==> src/rtl/iob_priority_encoder.sv <==
// iob_priority_encoder: binary index of the winning set bit, lowest or highest index first.
module iob_priority_encoder #(
    parameter int WIDTH        = 4,
    parameter     LSB_PRIORITY = "LOW",
    localparam int W = WIDTH > 1 ? $clog2(WIDTH) : 1
) (
    input  logic [WIDTH-1:0] unencoded_i,
    output logic [W-1:0]     encoded_o,
    output logic             valid_o
);
    always_comb begin
        encoded_o = '0;
        valid_o   = |unencoded_i;
        if (LSB_PRIORITY == "LOW") begin
            for (int i = WIDTH - 1; i >= 0; i--)
                if (unencoded_i[i]) encoded_o = W'(i);
        end else begin
            for (int i = 0; i < WIDTH; i++)
                if (unencoded_i[i]) encoded_o = W'(i);
        end
    end
endmodule

==> src/rtl/iob_rr_arbiter.sv <==
// iob_rr_arbiter: round-robin arbiter; a grant is held until its ack or request withdrawal,
// and the next winner is chosen in the release cycle so grants run back-to-back.
module iob_rr_arbiter #(
    parameter int N_PORTS      = 4,
    parameter     LSB_PRIORITY = "LOW",
    localparam int W = N_PORTS > 1 ? $clog2(N_PORTS) : 1
) (
    input  logic               clk_i,
    input  logic               arst_n_i,
    input  logic               cke_i,
    input  logic [N_PORTS-1:0] req_i,
    input  logic [N_PORTS-1:0] ack_i,
    output logic [N_PORTS-1:0] grant_o,
    output logic               grant_valid_o,
    output logic [W-1:0]       grant_encoded_o
);
    localparam logic IDLE = 1'b0;
    localparam logic BUSY = 1'b1;
    // Reset points last_idx at the far end so the first pass starts at the preferred end
    localparam logic [W-1:0] LAST_RST = LSB_PRIORITY == "LOW" ? W'(N_PORTS - 1) : '0;

    logic               state_q, state_d;
    logic [W-1:0]       last_q, last_d;
    logic [N_PORTS-1:0] mask_req, grant_d;
    logic               valid_d, rel, mvalid, rvalid;
    logic [W-1:0]       enc_d, menc, renc, win;

    always_comb begin
        rel    = state_q == BUSY && (ack_i[grant_encoded_o] || !req_i[grant_encoded_o]);
        last_d = rel ? grant_encoded_o : last_q;
        for (int i = 0; i < N_PORTS; i++)
            mask_req[i] = req_i[i] && (LSB_PRIORITY == "LOW" ? i > int'(last_d) : i < int'(last_d));
    end

    iob_priority_encoder #(.WIDTH(N_PORTS), .LSB_PRIORITY(LSB_PRIORITY)) u_mask_enc (
        .unencoded_i(mask_req),
        .encoded_o  (menc),
        .valid_o    (mvalid)
    );

    iob_priority_encoder #(.WIDTH(N_PORTS), .LSB_PRIORITY(LSB_PRIORITY)) u_req_enc (
        .unencoded_i(req_i),
        .encoded_o  (renc),
        .valid_o    (rvalid)
    );

    always_comb begin
        win     = mvalid ? menc : renc;
        state_d = state_q;
        grant_d = grant_o;
        valid_d = grant_valid_o;
        enc_d   = grant_encoded_o;
        if (state_q == IDLE || rel) begin
            state_d = rvalid ? BUSY : IDLE;
            grant_d = '0;
            if (rvalid) grant_d[win] = 1'b1;
            valid_d = rvalid;
            enc_d   = rvalid ? win : '0;
        end
    end

    always_ff @(posedge clk_i or negedge arst_n_i) begin
        if (!arst_n_i) state_q <= IDLE;
        else if (cke_i) state_q <= state_d;
    end

    always_ff @(posedge clk_i or negedge arst_n_i) begin
        if (!arst_n_i) begin
            grant_o         <= '0;
            grant_valid_o   <= 1'b0;
            grant_encoded_o <= '0;
        end else if (cke_i) begin
            grant_o         <= grant_d;
            grant_valid_o   <= valid_d;
            grant_encoded_o <= enc_d;
        end
    end

    always_ff @(posedge clk_i or negedge arst_n_i) begin
        if (!arst_n_i) last_q <= LAST_RST;
        else if (cke_i) last_q <= last_d;
    end
endmodule
==> config.mk <==
export PLATFORM = sky130hd
export DESIGN_NAME = iob_rr_arbiter
export DESIGN_NICKNAME = d
export VERILOG_FILES = /design/src/rtl/iob_priority_encoder.sv /design/src/rtl/iob_rr_arbiter.sv
export SDC_FILE = /design/constraint.sdc
export NUM_CORES = 1
export LEC_CHECK = 0
export BUFFER_PORTS_ARGS = -buffer_cell sky130_fd_sc_hd__buf_2
export CORE_MARGIN = 2
export CORE_UTILIZATION = 53
export CTS_BUF_LIST = sky130_fd_sc_hd__clkbuf_4 sky130_fd_sc_hd__clkbuf_8
export CTS_CLUSTER_SIZE = 40
export DETAILED_ROUTE_END_ITERATION = 8
export PLACE_DENSITY = 0.82
export SYNTH_ARGS = -nofsm -noshare
export SYNTH_HDL_FRONTEND = slang
export SYNTH_SLANG_ARGS = --single-unit
==> constraint.sdc <==
create_clock -name clk_i -period 2.6 [get_ports clk_i]
set_clock_uncertainty 0.1 [all_clocks]
set_input_delay 0.26 -clock clk_i [delete_from_list [all_inputs] [get_ports clk_i]]
set_output_delay 0.26 -clock clk_i [all_outputs]
set_load 0.05 [all_outputs]
======== After elaboration in Yosys (flattened, before gate mapping) ========
Index checks and enable logic that the tools add are counted.
cells by class
  multiplexer cells ....................... 18
  bitwise operators ....................... 1
  reductions and logical operators ........ 11
  $lt $le $gt $ge ......................... 6
operators by type and width
  cell                  number
  $mux W2               10
  $lt A2 B3 Y1 const B  2
  $logic_and A1 B1 Y1   5
  $bmux W1 S2           2
  $gt A2 B2 Y1 const A  2
  $mux W1               4
  $mux W4               1
  $reduce_or A4 Y1      1
  $reduce_or A3 Y1      1
  $demux W1 S2          1
  $ge A2 B1 Y1 const B  1
  $gt A1 B2 Y1 const A  1
  $logic_or A1 B1 Y1    2
  $reduce_and A2 Y1     1
  $logic_not A1 Y1      1
  $not A1 Y1            1
storage, ports and cells
  input bits .............................. 11
  bits in registers ....................... 10
  logic and storage cells ................. 41

======== Depth between registers and ports, before layout ========
Gate-level depths: netlist of the first run.
  word-level depth ........................ 17
  mapped depth ............................ 8
  mapped depth without buffers ............ 6

======== Cells and area by module ========
Synthesis of the first run repeated with hierarchy kept, for this count alone.
unflattened totals
  cell total of the unflattened synthesis .. 69
  area total of the unflattened synthesis .. 648.1 um^2
modules (own cells, without submodules)
  module                area an instance (um^2)  seq. area each (um^2)  times used  cells an instance
  iob_rr_arbiter        578.1                    227.7                  1           55
  iob_priority_encoder  35.0                     0.0                    2           7

======== Worst setup path before layout of the first run ========
OpenSTA, ideal clock, no wires.
  path kind ............................... register to register
  start ................................... reg grant_encoded_o[1]
  end ..................................... reg grant_o[3]
  library setup time ...................... 0.124 ns
  arrival time ............................ 2.174 ns
  cell stages (with the launch flop) ...... 6
  data required time ...................... 2.376 ns
  setup slack ............................. 0.202 ns
  cell sequence ........................... dfrtp_1 > buf_2 > mux4_2 > o21ai_2 > mux2_2 > o31a_1
between the ends
  cells in the longest elaborated chain, start to end .. 17
ends and longest elaborated chain
  what                                                                       RTL line                    source
  start: declaration                                                         iob_rr_arbiter.sv:15        output logic [W-1:0] grant_encoded_o
  start signal: assignment                                                   iob_rr_arbiter.sv:75        grant_encoded_o <= enc_d;
  $bmux W1 S2                                                                iob_rr_arbiter.sv:29        rel = state_q == BUSY && (ack_i[grant_encoded_o] || !req_i[grant_encoded_o]);
  $mux W1 (implied by the code)                                              iob_rr_arbiter.sv:29
  $logic_not A1 Y1                                                           iob_rr_arbiter.sv:29
  $logic_or A1 B1 Y1                                                         iob_rr_arbiter.sv:29
  $logic_and A1 B1 Y1                                                        iob_rr_arbiter.sv:29
  $mux W2                                                                    iob_rr_arbiter.sv:30        last_d = rel ? grant_encoded_o : last_q;
  $gt A2 B2 Y1                                                               iob_rr_arbiter.sv:32        mask_req[i] = req_i[i] && (LSB_PRIORITY == "LOW" ? i > int'(last_d) : i < int'(last_d));
  $logic_and A1 B1 Y1                                                        iob_rr_arbiter.sv:32
  $mux W2 (3 in a row)                                                       iob_priority_encoder.sv:16  if (unencoded_i[i]) encoded_o = W'(i);
  $mux W2                                                                    iob_rr_arbiter.sv:48        win = mvalid ? menc : renc;
  $lt A2 B3 Y1 (implied by the code) / $ge A2 B1 Y1 (equally long branches)  iob_rr_arbiter.sv:56        if (rvalid) grant_d[win] = 1'b1;
  $logic_and A1 B1 Y1 (implied by the code)                                  iob_rr_arbiter.sv:56
  $mux W1 (implied by the code)                                              iob_rr_arbiter.sv:56
  $demux W1 S2                                                               iob_rr_arbiter.sv:56
  $mux W4                                                                    iob_rr_arbiter.sv:56
  end signal: assignment                                                     iob_rr_arbiter.sv:73        grant_o <= grant_d;
  end: declaration                                                           iob_rr_arbiter.sv:13        output logic [N_PORTS-1:0] grant_o,
Parallel ways exist; a longest one is shown, timed or not. The select of a mux whose other input is x is not followed.
A chain may end at the register's enable or synchronous reset.

======== Worst setup path after layout of the first run ========
  start ................................... reg grant_encoded_o[0]
  end ..................................... reg grant_o[2]
Same word-level chain as after synthesis.

==> flow_summary.toml, run 1 <==
[die]
boundaryPins = 18
die_height_um = 40.2
chipWidth_um = 40.2
fp.coreArea_mm2 = 0.00125
die_footprint_mm2 = 0.00161
effective_utilization_at_floorplan_pct = 55.3
placement_rows = 13

[global_routing]
grt_antenna_before_repair = 0
grt_pass1_wl_um = 2780
gr-usage-all-layers_pct = 27.3
grt_max_degree = 12
grt_pass1_vias = 629
grt_overflow_total = 0

[sta]
maxClockFrequency_mhz = 430
finalWorstSetupSlack_ns = 0.272
worst_hold_slack_after_final_layout_ns = 0.108
rsz0062_at_grt = "no"
slew_viol_final = 0
finalSetupTns_ns = 0
final_hold_viol_count = 0
worst_slew_pin_slew_ns = 0.439
setup_viol = 0
period_minus_slack_ns = 2.33
slew_headroom_pct = 70.5
final_min_period_over_clock_period_pct = 89.5

[worst_setup_path]
crit_type = "reg -> reg"
cp_max_fo = 11
critPathLaunchType = "flip-flop"
setup.worst_path.end_class = "flip-flop"
r2r-start = "grant_encoded_o[0]"
ff2ff_setup_slack_ns = 0.27
crit_arrival_ns = 2.38
ff2ff_path_depth = 6
worst-endpoint-required_ns = 2.65
worst_r2r_dst = "grant_o[2]"

[synth]
syn-instance-count = 77
distinct_cell_type_count_after_synthesis = 35
asyncSetResetFlopFracSynth_pct = 100
synth_sequential_area_ratio_pct = 32.9
post_synth_fa_ha_maj_area_fraction_pct = 0
postSynthNetCount = 88
ys_dominant_reg_cell = "sky130_fd_sc_hd__dfrtp_1"
synth_edf_count = 0
synth_xor_area_share_pct = 0
synthSimpleGateAreaFrac_pct = 19.5
postSynthRegisterBits = 9
yosysWarnings = 0
synth_mux_area_share_pct = 10.8
synth.avg_cell_area_um2 = 9.00
synth_compound_area_share_pct = 30.1
synth_area_um2 = 693
dominant_combinational_cell_family_by_area_after_synthesis = "compound AO/OA/AOI/OAI gates"

[min_path]
hp_class = "in -> reg"
worstHoldEndpoint = "last_q[0]"
holdCritStartpoint = "cke_i"
whs_path_depth = 2

[power_and_ir_drop]
p_leak_nw = 0.392
combPwrFrac_pct = 63.1
clock_power_share_pct = 10.8
seq_power_share_pct = 26.1
totalPowerFinal_mw = 1.09
power_per_cell_area_mw_per_mm2 = 1320
p_int_mw = 0.537
vdd_ir_drop_max_mv = 0.785
p_sw_share_pct = 50.9
power_switching_mw = 0.556

[finish]
final_nets = 110
fillCellCount = 112
area_delta_synth_final_pct = 19.5
diodes = 0
drive_above_1_share_pct = 33.7
mostFrequentLayoutCells = "17 x sky130_fd_sc_hd__buf_2, 9 x sky130_fd_sc_hd__nand2_1, 7 x sky130_fd_sc_hd__dfrtp_1, 6 x sky130_fd_sc_hd__inv_1, 6 x sky130_fd_sc_hd__nand2b_1"
layout.area.seq_um2 = 228
layout.cells.most_common = "sky130_fd_sc_hd__buf_2"
postLayoutCellArea_um2 = 828
area_taken_by_multi_input_logic_gates_um2 = 419

[clock_network]
cts.htree.levels = 1
cts_tree = "yes"
clkSinkCount = 9
postCtsSetupRepairBufs = 0
cts.clk_slew.worst_paths_ns = 0.06
postCtsResizedCells = 0
ctsLongestPathBuffers = 2
cts.hold.buffers_added = 1
cts_made_buffers = 3
clock-root-buffer = "sky130_fd_sc_hd__clkbuf_4"
clock_insertion_delay_worst_skew_ns = 0.26

[run_status]
outcome = "finished clean"

[routing]
drtAntennaViolNets = 0
vias_per_cell = 6.05
num_vias = 684
drt-wirelength-per-cell_um = 14.8
postRouteWirelength_um = 1680
drc_errors = 0
drt_iter0_markers = 18
detailedRoute.firstPassIterationCount = 4

[place]
io_buffers = 17
postPlaceCellArea_um2 = 788
preCtsSetupSlack_ns = 0.309
gp_congestion = 0.823
hpwlAfterDp_um = 1340

[flow_run]
maxCapViolations = 0
## power by group through the flow
stage	Sequential [mW]	Combinational, mW	Clock [mW]
after global placement	0.284	0.669	0
final	0.285	0.690	0.118
after global routing	0.297	0.743	0.129
after CTS	0.287	0.690	0.122
after floorplan	0.432	0.404	0
after detailed placement	0.289	0.686	0
## through the flow
step,instances,util (%)
final,113,66.1
after global routing,113,66.1
after CTS,113,66.1
after detailed placement,108,62.9
after global placement,108,62.9
after floorplan,77,-
## flip-flops by register name, summed over array words and instances (netlist names)
name and flops:
grant_o 4, grant_encoded_o 2, last_q 2, state_q 1
## cells in the mapped netlist (all sizes together) (2+ instances only)
master,number,area (um2)
nand2,9,33.8
dfrtp,7,175
inv,6,22.5
nand2b,6,37.5
a21oi,4,20.0
nor2,4,15.0
o21ai,4,23.8
a211oi,3,22.5
buf,3,23.8
mux2i,3,30.0
nor3,3,15.0
a221o,2,21.3
dfstp,2,52.6
mux2,2,22.5
nor2b,2,12.5
o31ai,2,15.0
## kinds of logic after synthesis
kind of cell	count (synthesis)
AO/OA/AOI/OAI	26
multiplexers	6
AND/OR/NAND/NOR	27
flip-flops	9
buffers and inverters	9
## worst max-delay path, cell delays in order (launching register included)
cell	delay, ns
sky130_fd_sc_hd__dfrtp_1	0.44
sky130_fd_sc_hd__and2_4	0.17
sky130_fd_sc_hd__a221o_1	0.40
sky130_fd_sc_hd__a21boi_2	0.40
sky130_fd_sc_hd__mux2i_1	0.17
sky130_fd_sc_hd__o221a_1	0.28
sky130_fd_sc_hd__a32o_1	0.26
## metal layers
layer / routed length (um) / GRT usage, % / part of all wire (%) / vias up
met5: 0 / 0 / 0 / -
met4: 23 / 12.9 / 1.4 / 0
met3: 110 / 8.33 / 6.6 / 4
met2: 873 / 43.1 / 52 / 26
met1: 671 / 33.6 / 40 / 322
li1: - / - / - / 332
## layout make-up
type,count,area share (%)
timing repair buffer,20,13.3
clock buffer,4,3.63
tap,15,2.27
sequential,9,27.5
inverter,6,2.72
multi-input combinational,59,50.6
## worst max path at each step
stage	slack [ns]	end	startpoint	cells after the start
2_1_floorplan	0.20	grant_o[3]	grant_encoded_o[1]	5
3_3_place_gp	0.40	grant_o[2]	grant_encoded_o[0]	6
3_5_place_dp	0.31	grant_o[2]	grant_encoded_o[0]	6
4_1_cts	0.29	grant_o[2]	grant_encoded_o[0]	6
5_1_grt	0.14	grant_o[0]	state_q	6
6_report	0.27	grant_o[2]	grant_encoded_o[0]	6
(Power assumes the default switching activity.)
==> run 2: changes to the inputs <==
--- a/config.mk
+++ b/config.mk
@@ -5,13 +5,15 @@
 export SDC_FILE = /design/constraint.sdc
 export NUM_CORES = 1
 export LEC_CHECK = 0
+export ABC_AREA = 1
 export BUFFER_PORTS_ARGS = -buffer_cell sky130_fd_sc_hd__buf_2
-export CORE_MARGIN = 2
-export CORE_UTILIZATION = 53
+export CORE_AREA = 2 2 39 41
 export CTS_BUF_LIST = sky130_fd_sc_hd__clkbuf_4 sky130_fd_sc_hd__clkbuf_8
 export CTS_CLUSTER_SIZE = 40
 export DETAILED_ROUTE_END_ITERATION = 8
-export PLACE_DENSITY = 0.82
+export DIE_AREA = 0 0 41 43
+export PLACE_DENSITY = 0.73
+export RECOVER_POWER = 50
 export SYNTH_ARGS = -nofsm -noshare
 export SYNTH_HDL_FRONTEND = slang
 export SYNTH_SLANG_ARGS = --single-unit
==> run 2 against run 1 <==
Effect of this change: synthesized area decreased by 14%; hold slack lost 0.0069 ns; sequential power decreased by 2%; synthesized cell count increased by 3.9%; utilization fell by 13 points; clock-buffer cell count is the same; final cell count is 4.4% higher; via count is 13% lower; register-to-register slack improved by 0.68 ns; critical path type unchanged; largest cell class unchanged; highest routed layer unchanged.
==> flow_summary.toml, run 2 <==
[run_status]
outcome = "finished clean"

[sta]
rsz0062_at_grt = "no"
final_hold_viol_count = 0
maxClockFrequency_mhz = 608
final_min_period_over_clock_period_pct = 63.3
slew_viol_final = 0
slew_headroom_pct = 60.8
finalSetupTns_ns = 0
setup_viol = 0
worst_slew_pin_slew_ns = 0.590
worst_hold_slack_after_final_layout_ns = 0.101
period_minus_slack_ns = 1.65

[power_and_ir_drop]
p_leak_nw = 0.409
clock_power_share_pct = 11.3
p_sw_share_pct = 55.3
combPwrFrac_pct = 62.0
seq_power_share_pct = 26.7
power_switching_mw = 0.575
power_per_cell_area_mw_per_mm2 = 1410
p_int_mw = 0.464
vdd_ir_drop_max_mv = 0.636

[routing]
drtAntennaViolNets = 0
detailedRoute.firstPassIterationCount = 4
postRouteWirelength_um = 1280
vias_per_cell = 5.07
num_vias = 598
drt_iter0_markers = 4
drt-wirelength-per-cell_um = 10.9
drc_errors = 0

[worst_setup_path]
crit_arrival_ns = 1.69
worst-endpoint-required_ns = 2.65
crit_path_max_incr_delay_ns = 0.43
ff2ff_path_depth = 12
path_cells = "inv_2 > nand3_1 > nand3_2 > nand2_4 > nand2_4 > nand2_1 > nand2_2 > nand3_2 > nand3_2 > nand2_1 > nand3_1 > nand2_1"
critical_path_start = "grant_encoded_o[0]"
crit_type = "reg -> reg"
critPathLaunchType = "flip-flop"
crit_path_end = "grant_o[0]"
slowest_stage = "sky130_fd_sc_hd__dfrtp_1"
ff2ff_setup_slack_ns = 0.95
r2r-start = "grant_encoded_o[0]"
setup.worst_path.end_class = "flip-flop"
worst_r2r_dst = "grant_o[0]"
cp_max_fo = 5

[die]
chipWidth_um = 41
effective_utilization_at_floorplan_pct = 43.2
placement_rows = 14
die_footprint_mm2 = 0.00176
fp.coreArea_mm2 = 0.00138
die_height_um = 43
boundaryPins = 18

[clock_network]
cts.clk_slew.worst_paths_ns = 0.06
clkSinkCount = 9
clock_insertion_delay_worst_skew_ns = 0.26
cts_made_buffers = 3
ctsLongestPathBuffers = 2
clock-root-buffer = "sky130_fd_sc_hd__clkbuf_4"
cts_tree = "yes"
cts.htree.levels = 1

[place]
postPlaceCellArea_um2 = 703
gp_congestion = 0.809
io_buffers = 17
hpwlAfterDp_um = 1010
dp_cells = 113

[finish]
area_delta_synth_final_pct = 23.4
top_register = "grant_o"
fillCellCount = 139
drive_above_1_share_pct = 33.3
finish.cell_count_without_fillers = 118
diodes = 0
top_regs = "grant_o: 4 flops, grant_encoded_o: 2 flops, last_q: 2 flops"
mostFrequentLayoutCells = "15 x sky130_fd_sc_hd__nand2_1, 13 x sky130_fd_sc_hd__inv_1, 13 x sky130_fd_sc_hd__buf_2, 11 x sky130_fd_sc_hd__nand3_1"
layout.cells.most_common = "sky130_fd_sc_hd__nand2_1"
final_nets = 114
largest_register_ff_count = 4
postLayoutCellArea_um2 = 738

[synth]
synth_sequential_area_ratio_pct = 38.1
yosys.cell_count.top_type = "sky130_fd_sc_hd__nand2_1"
post-synth-top-area-fraction_pct = 29.3
synth_edf_count = 0
post_synth_most_frequent_cells = "15 x sky130_fd_sc_hd__nand2_1, 13 x sky130_fd_sc_hd__inv_1, 11 x sky130_fd_sc_hd__nand3_1"
synth.avg_cell_area_um2 = 7.48
asyncSetResetFlopFracSynth_pct = 100
yosys.area.top_type = "sky130_fd_sc_hd__dfrtp_1"
syn-instance-count = 80
ys_dominant_reg_cell = "sky130_fd_sc_hd__dfrtp_1"
distinct_cell_type_count_after_synthesis = 17
postSynthNetCount = 91
synth_area_um2 = 598
synthTopCellsByArea = "sky130_fd_sc_hd__dfrtp_1 29%, sky130_fd_sc_hd__nand3_2 12%, sky130_fd_sc_hd__nand2_1 9.4%, sky130_fd_sc_hd__nand3_1 9.2%, sky130_fd_sc_hd__dfstp_2 8.8%"
postSynthRegisterBits = 9
yosysWarnings = 0

[global_routing]
grt_antenna_before_repair = 0
grt_pass1_wl_um = 2130
gr-usage-all-layers_pct = 18.2
grt_overflow_total = 0
grt_pass1_vias = 533
grt_max_degree = 11

[min_path]
holdCritStartpoint = "cke_i"
hp_class = "in -> reg"

[flow_run]
maxCapViolations = 0
## run 2: metrics by stage
step           utilization [%]  total power [mW]  setup WS [ns]
6_report                  53.3              1.04          0.954
5_1_grt                   53.3              1.13          0.792
4_1_cts                   53.7              1.05          0.941
3_5_place_dp              50.8             0.930          0.952
3_3_place_gp              50.8             0.922           1.02
2_1_floorplan                -             0.791          0.761
## run 2: power groups by stage
stage	registers, mW	logic, mW	clock network, mW
floorplan	0.443	0.348	0
global placement	0.276	0.646	0
detailed placement	0.278	0.651	0
CTS	0.277	0.655	0.123
global route	0.289	0.708	0.133
finish	0.278	0.644	0.117
## run 2: cell families after synthesis
| kind of cell | synth area share [%] |
|---|---|
| compound gates | 7.74 |
| buf+inv | 8.79 |
| flops | 38.1 |
| simple gates | 45.4 |
## run 2: how the worst min path moves through the flow
stage                              end  slack, ns  cells past startpoint
floorplan           grant_encoded_o[0]      -0.14                      0
CTS                          last_q[0]       0.09                      2
detailed placement             state_q       0.02                      1
global route                 last_q[0]       0.11                      2
global placement               state_q       0.02                      1
finish                       last_q[0]       0.10                      2
## run 2: layout make-up
class / instances / area (um2) / share of cell area (%)
Clock buffer: 4 / 30.0 / 4.07
Tap cell: 16 / 20.0 / 2.71
Multi-Input combinational cell: 57 / 318 / 43.1
Sequential cell: 9 / 228 / 30.8
Inverter: 14 / 52.6 / 7.12
Timing Repair Buffer: 18 / 90.1 / 12.2
## run 2: metal layers
layer	global-route usage (%)	wire [um]	vias to the layer above
met5	0	0	-
met4	14.0	30	0
met3	4.71	98	5
met1	23.2	592	265
li1	-	-	304
met2	25.0	559	24
## run 2: what timing repair did
| action | in CTS | in global routing |
|---|---|---|
| endpoints found under the hold margin | 9 | 0 |
| setup buffers | 0 | 0 |
| hold buffers | 1 | 0 |
| resized for setup | 0 | 0 |
## run 2: critical path, delay by kind of cell (launching register included)
family | cells | cell delay (ns)
buffers and inverters | 1 | 0.11
AND/OR/NAND/NOR | 11 | 0.90
flip-flops | 1 | 0.43
==> run 3: changes to the inputs <==
==> constraint.sdc (replaced) <==
create_clock -name clk_i -period 1.6 [get_ports clk_i]
set_clock_uncertainty 0.1 [all_clocks]
set_input_delay 0.16 -clock clk_i [delete_from_list [all_inputs] [get_ports clk_i]]
set_output_delay 0.16 -clock clk_i [all_outputs]
set_load 0.05 [all_outputs]
==> run 3 against run 2 <==
Effect of this change: flip-flop and latch count unchanged; maximum frequency increased by 3.4%; clock power rose by 58%; setup slack worse by 0.95 ns; design area rose by 17%; non-clock buffer count is 6 higher; total power increased by 90%; sequential power grew 69%; register-to-register slack worse by 0.95 ns; critical path type unchanged; largest cell class unchanged; largest power group unchanged.
==> flow_summary.toml, run 3 (synthesis results as in run 2) <==
[run_status]
outcome = "finished clean"

[worst_setup_path]
ff2ff_setup_slack_ns = 0.008
worst_r2r_dst = "grant_o[0]"
path_cells = "inv_4 > nand3_2 > nand3_2 > nand2_4 > nand2_4 > nand2_2 > nand2_4 > nand3_4 > nand3_4 > nand2_2 > nand3_1 > nand2_1"
timing.critical_path.buf_inv = 1
crit_type = "reg -> reg"
critPathLaunchType = "flip-flop"
ff2ff_path_depth = 12
r2r-start = "grant_encoded_o[0]"
setup.worst_path.end_class = "flip-flop"
cp_max_fo = 5
worst-endpoint-required_ns = 1.64
slowest_stage = "sky130_fd_sc_hd__dfrtp_2"
critical-path-top-delay-family = "simple AND/OR/NAND/NOR gates"
crit_arrival_ns = 1.64
crit_top_cell = "sky130_fd_sc_hd__nand2_4"
crit_path_max_incr_delay_ns = 0.45

[die]
fp.coreArea_mm2 = 0.00138
boundaryPins = 18
placement_rows = 14
die_height_um = 43
chipWidth_um = 41
effective_utilization_at_floorplan_pct = 43.2
die_footprint_mm2 = 0.00176

[finish]
drive_above_1_share_pct = 50.9
fillCellCount = 126
top_regs = "grant_o: 4 flops, grant_encoded_o: 2 flops, last_q: 2 flops"
mostFrequentLayoutCells = "16 x sky130_fd_sc_hd__buf_2, 13 x sky130_fd_sc_hd__inv_1, 10 x sky130_fd_sc_hd__nand3_2, 10 x sky130_fd_sc_hd__nand2_1"
diodes = 0
finish.utilization_pct = 62.3
top_register = "grant_o"
largest_register_ff_count = 4
final_nets = 120
layout.cells.most_common = "sky130_fd_sc_hd__buf_2"
area_delta_synth_final_pct = 44.1

[routing]
detailedRoute.firstPassIterationCount = 4
drt_iter0_markers = 3
drtAntennaViolNets = 0
drc_errors = 0
vias_per_cell = 4.85
drt-wirelength-per-cell_um = 10.6
num_vias = 602
postRouteWirelength_um = 1320

[global_routing]
gr-usage-all-layers_pct = 17.2
grt_pass1_vias = 551
grt_antenna_before_repair = 0
grt_max_degree = 11
grt_overflow_total = 0
grt_pass1_wl_um = 2090

[sta]
worst_hold_slack_after_final_layout_ns = 0.0111
final_min_period_over_clock_period_pct = 99.5
worst_slew_pin_slew_ns = 0.470
maxClockFrequency_mhz = 628
slew_headroom_pct = 68.6
setup_viol = 0
rsz0062_at_grt = "yes"
period_minus_slack_ns = 1.59
final_hold_viol_count = 0
slew_viol_final = 0

[min_path]
hp_class = "in -> reg"
holdCritStartpoint = "cke_i"
whs_path_depth = 2
worstHoldEndpoint = "last_q[0]"

[clock_network]
clkSinkCount = 9
cts.htree.levels = 1
cts_made_buffers = 3
clock-root-buffer = "sky130_fd_sc_hd__clkbuf_4"
cts_tree = "yes"
clock_insertion_delay_worst_skew_ns = 0.25
cts.clk_slew.worst_paths_ns = 0.06
ctsLongestPathBuffers = 2

[place]
io_buffers = 17
gp_congestion = 0.737
hpwlAfterDp_um = 971

[power_and_ir_drop]
totalPowerFinal_mw = 1.98
p_leak_nw = 0.459
power_per_cell_area_mw_per_mm2 = 2300
vdd_ir_drop_max_mv = 0.963

[flow_run]
maxCapViolations = 0
==> run 3: cell count changes in the layout (fill, tap and decap cells not counted), sizes merged <==
cell and change:
buf +9, clkbuf -3
==> run 3: worst max path at each step <==
stage | from | cells after the start | endpoint
finish | grant_encoded_o[0] | 12 | grant_o[0]
CTS | grant_encoded_o[0] | 12 | grant_o[2]
floorplan | grant_encoded_o[0] | 13 | grant_o[0]
global placement | grant_encoded_o[0] | 12 | grant_o[2]
global route | grant_encoded_o[0] | 12 | grant_o[2]
detailed placement | grant_encoded_o[0] | 12 | grant_o[2]
==> run 3: area by class of cell <==
| type | instances | area, um2 | area share [%] |
|---|---|---|---|
| repair buffers | 24 | 139 | 16.1 |
| well taps | 16 | 20.0 | 2.32 |
| clock buffers | 4 | 30.0 | 3.48 |
| inverters | 14 | 55.1 | 6.39 |
| flip-flops and latches | 9 | 230 | 26.7 |
| multi-input cells | 57 | 388 | 45.0 |
==> run 3: through the flow <==
| step | instances | cell area (um2) | setup TNS (ns) | setup slack (ns) |
|---|---|---|---|---|
| finish | 124 | 862 | 0 | 0.00758 |
| global route | 124 | 862 | -0.580 | -0.121 |
| CTS | 123 | 826 | -0.0639 | -0.0222 |
| detailed placement | 115 | 728 | -0.0514 | -0.0372 |
| global placement | 115 | 728 | -0.0199 | -0.0199 |
| floorplan | 80 | 608 | -0.185 | -0.0589 |
==> run 3: what timing repair did <==
| item | in CTS | in global routing |
|---|---|---|
| cloned | 0 | 0 |
| endpoints found under the hold margin | 9 | 0 |
| pin swaps | 4 | 6 |
| setup buffers | 3 | 1 |
| gates resized for setup | 7 | 7 |
| setup endpoints to repair | 3 | 6 |
| hold buffers | 1 | 0 |
==> run 3: worst register-to-register path, cell delays in order, from the launching register on <==
cell and delay (ns):
sky130_fd_sc_hd__dfrtp_2 0.45, sky130_fd_sc_hd__inv_4 0.09, sky130_fd_sc_hd__nand3_2 0.06, sky130_fd_sc_hd__nand3_2 0.09, sky130_fd_sc_hd__nand2_4 0.08, sky130_fd_sc_hd__nand2_4 0.09, sky130_fd_sc_hd__nand2_2 0.07, sky130_fd_sc_hd__nand2_4 0.09
sky130_fd_sc_hd__nand3_4 0.10, sky130_fd_sc_hd__nand3_4 0.10, sky130_fd_sc_hd__nand2_2 0.06, sky130_fd_sc_hd__nand3_1 0.06, sky130_fd_sc_hd__nand2_1 0.05
==> run 3: power breakdown <==
| group | switching [mW] | internal [mW] | total, mW |
|---|---|---|---|
| clock | 0.0720 | 0.113 | 0.185 |
| combinational | 0.862 | 0.463 | 1.33 |
| sequential | 0.114 | 0.355 | 0.469 |
==> run 3: metal layers <==
layer / part of all wire [%] / global-route usage, %
met5: 0 / 0
met4: 1.4 / 8.67
met1: 43 / 20.9
met3: 6.6 / 4.19
met2: 49 / 26.9
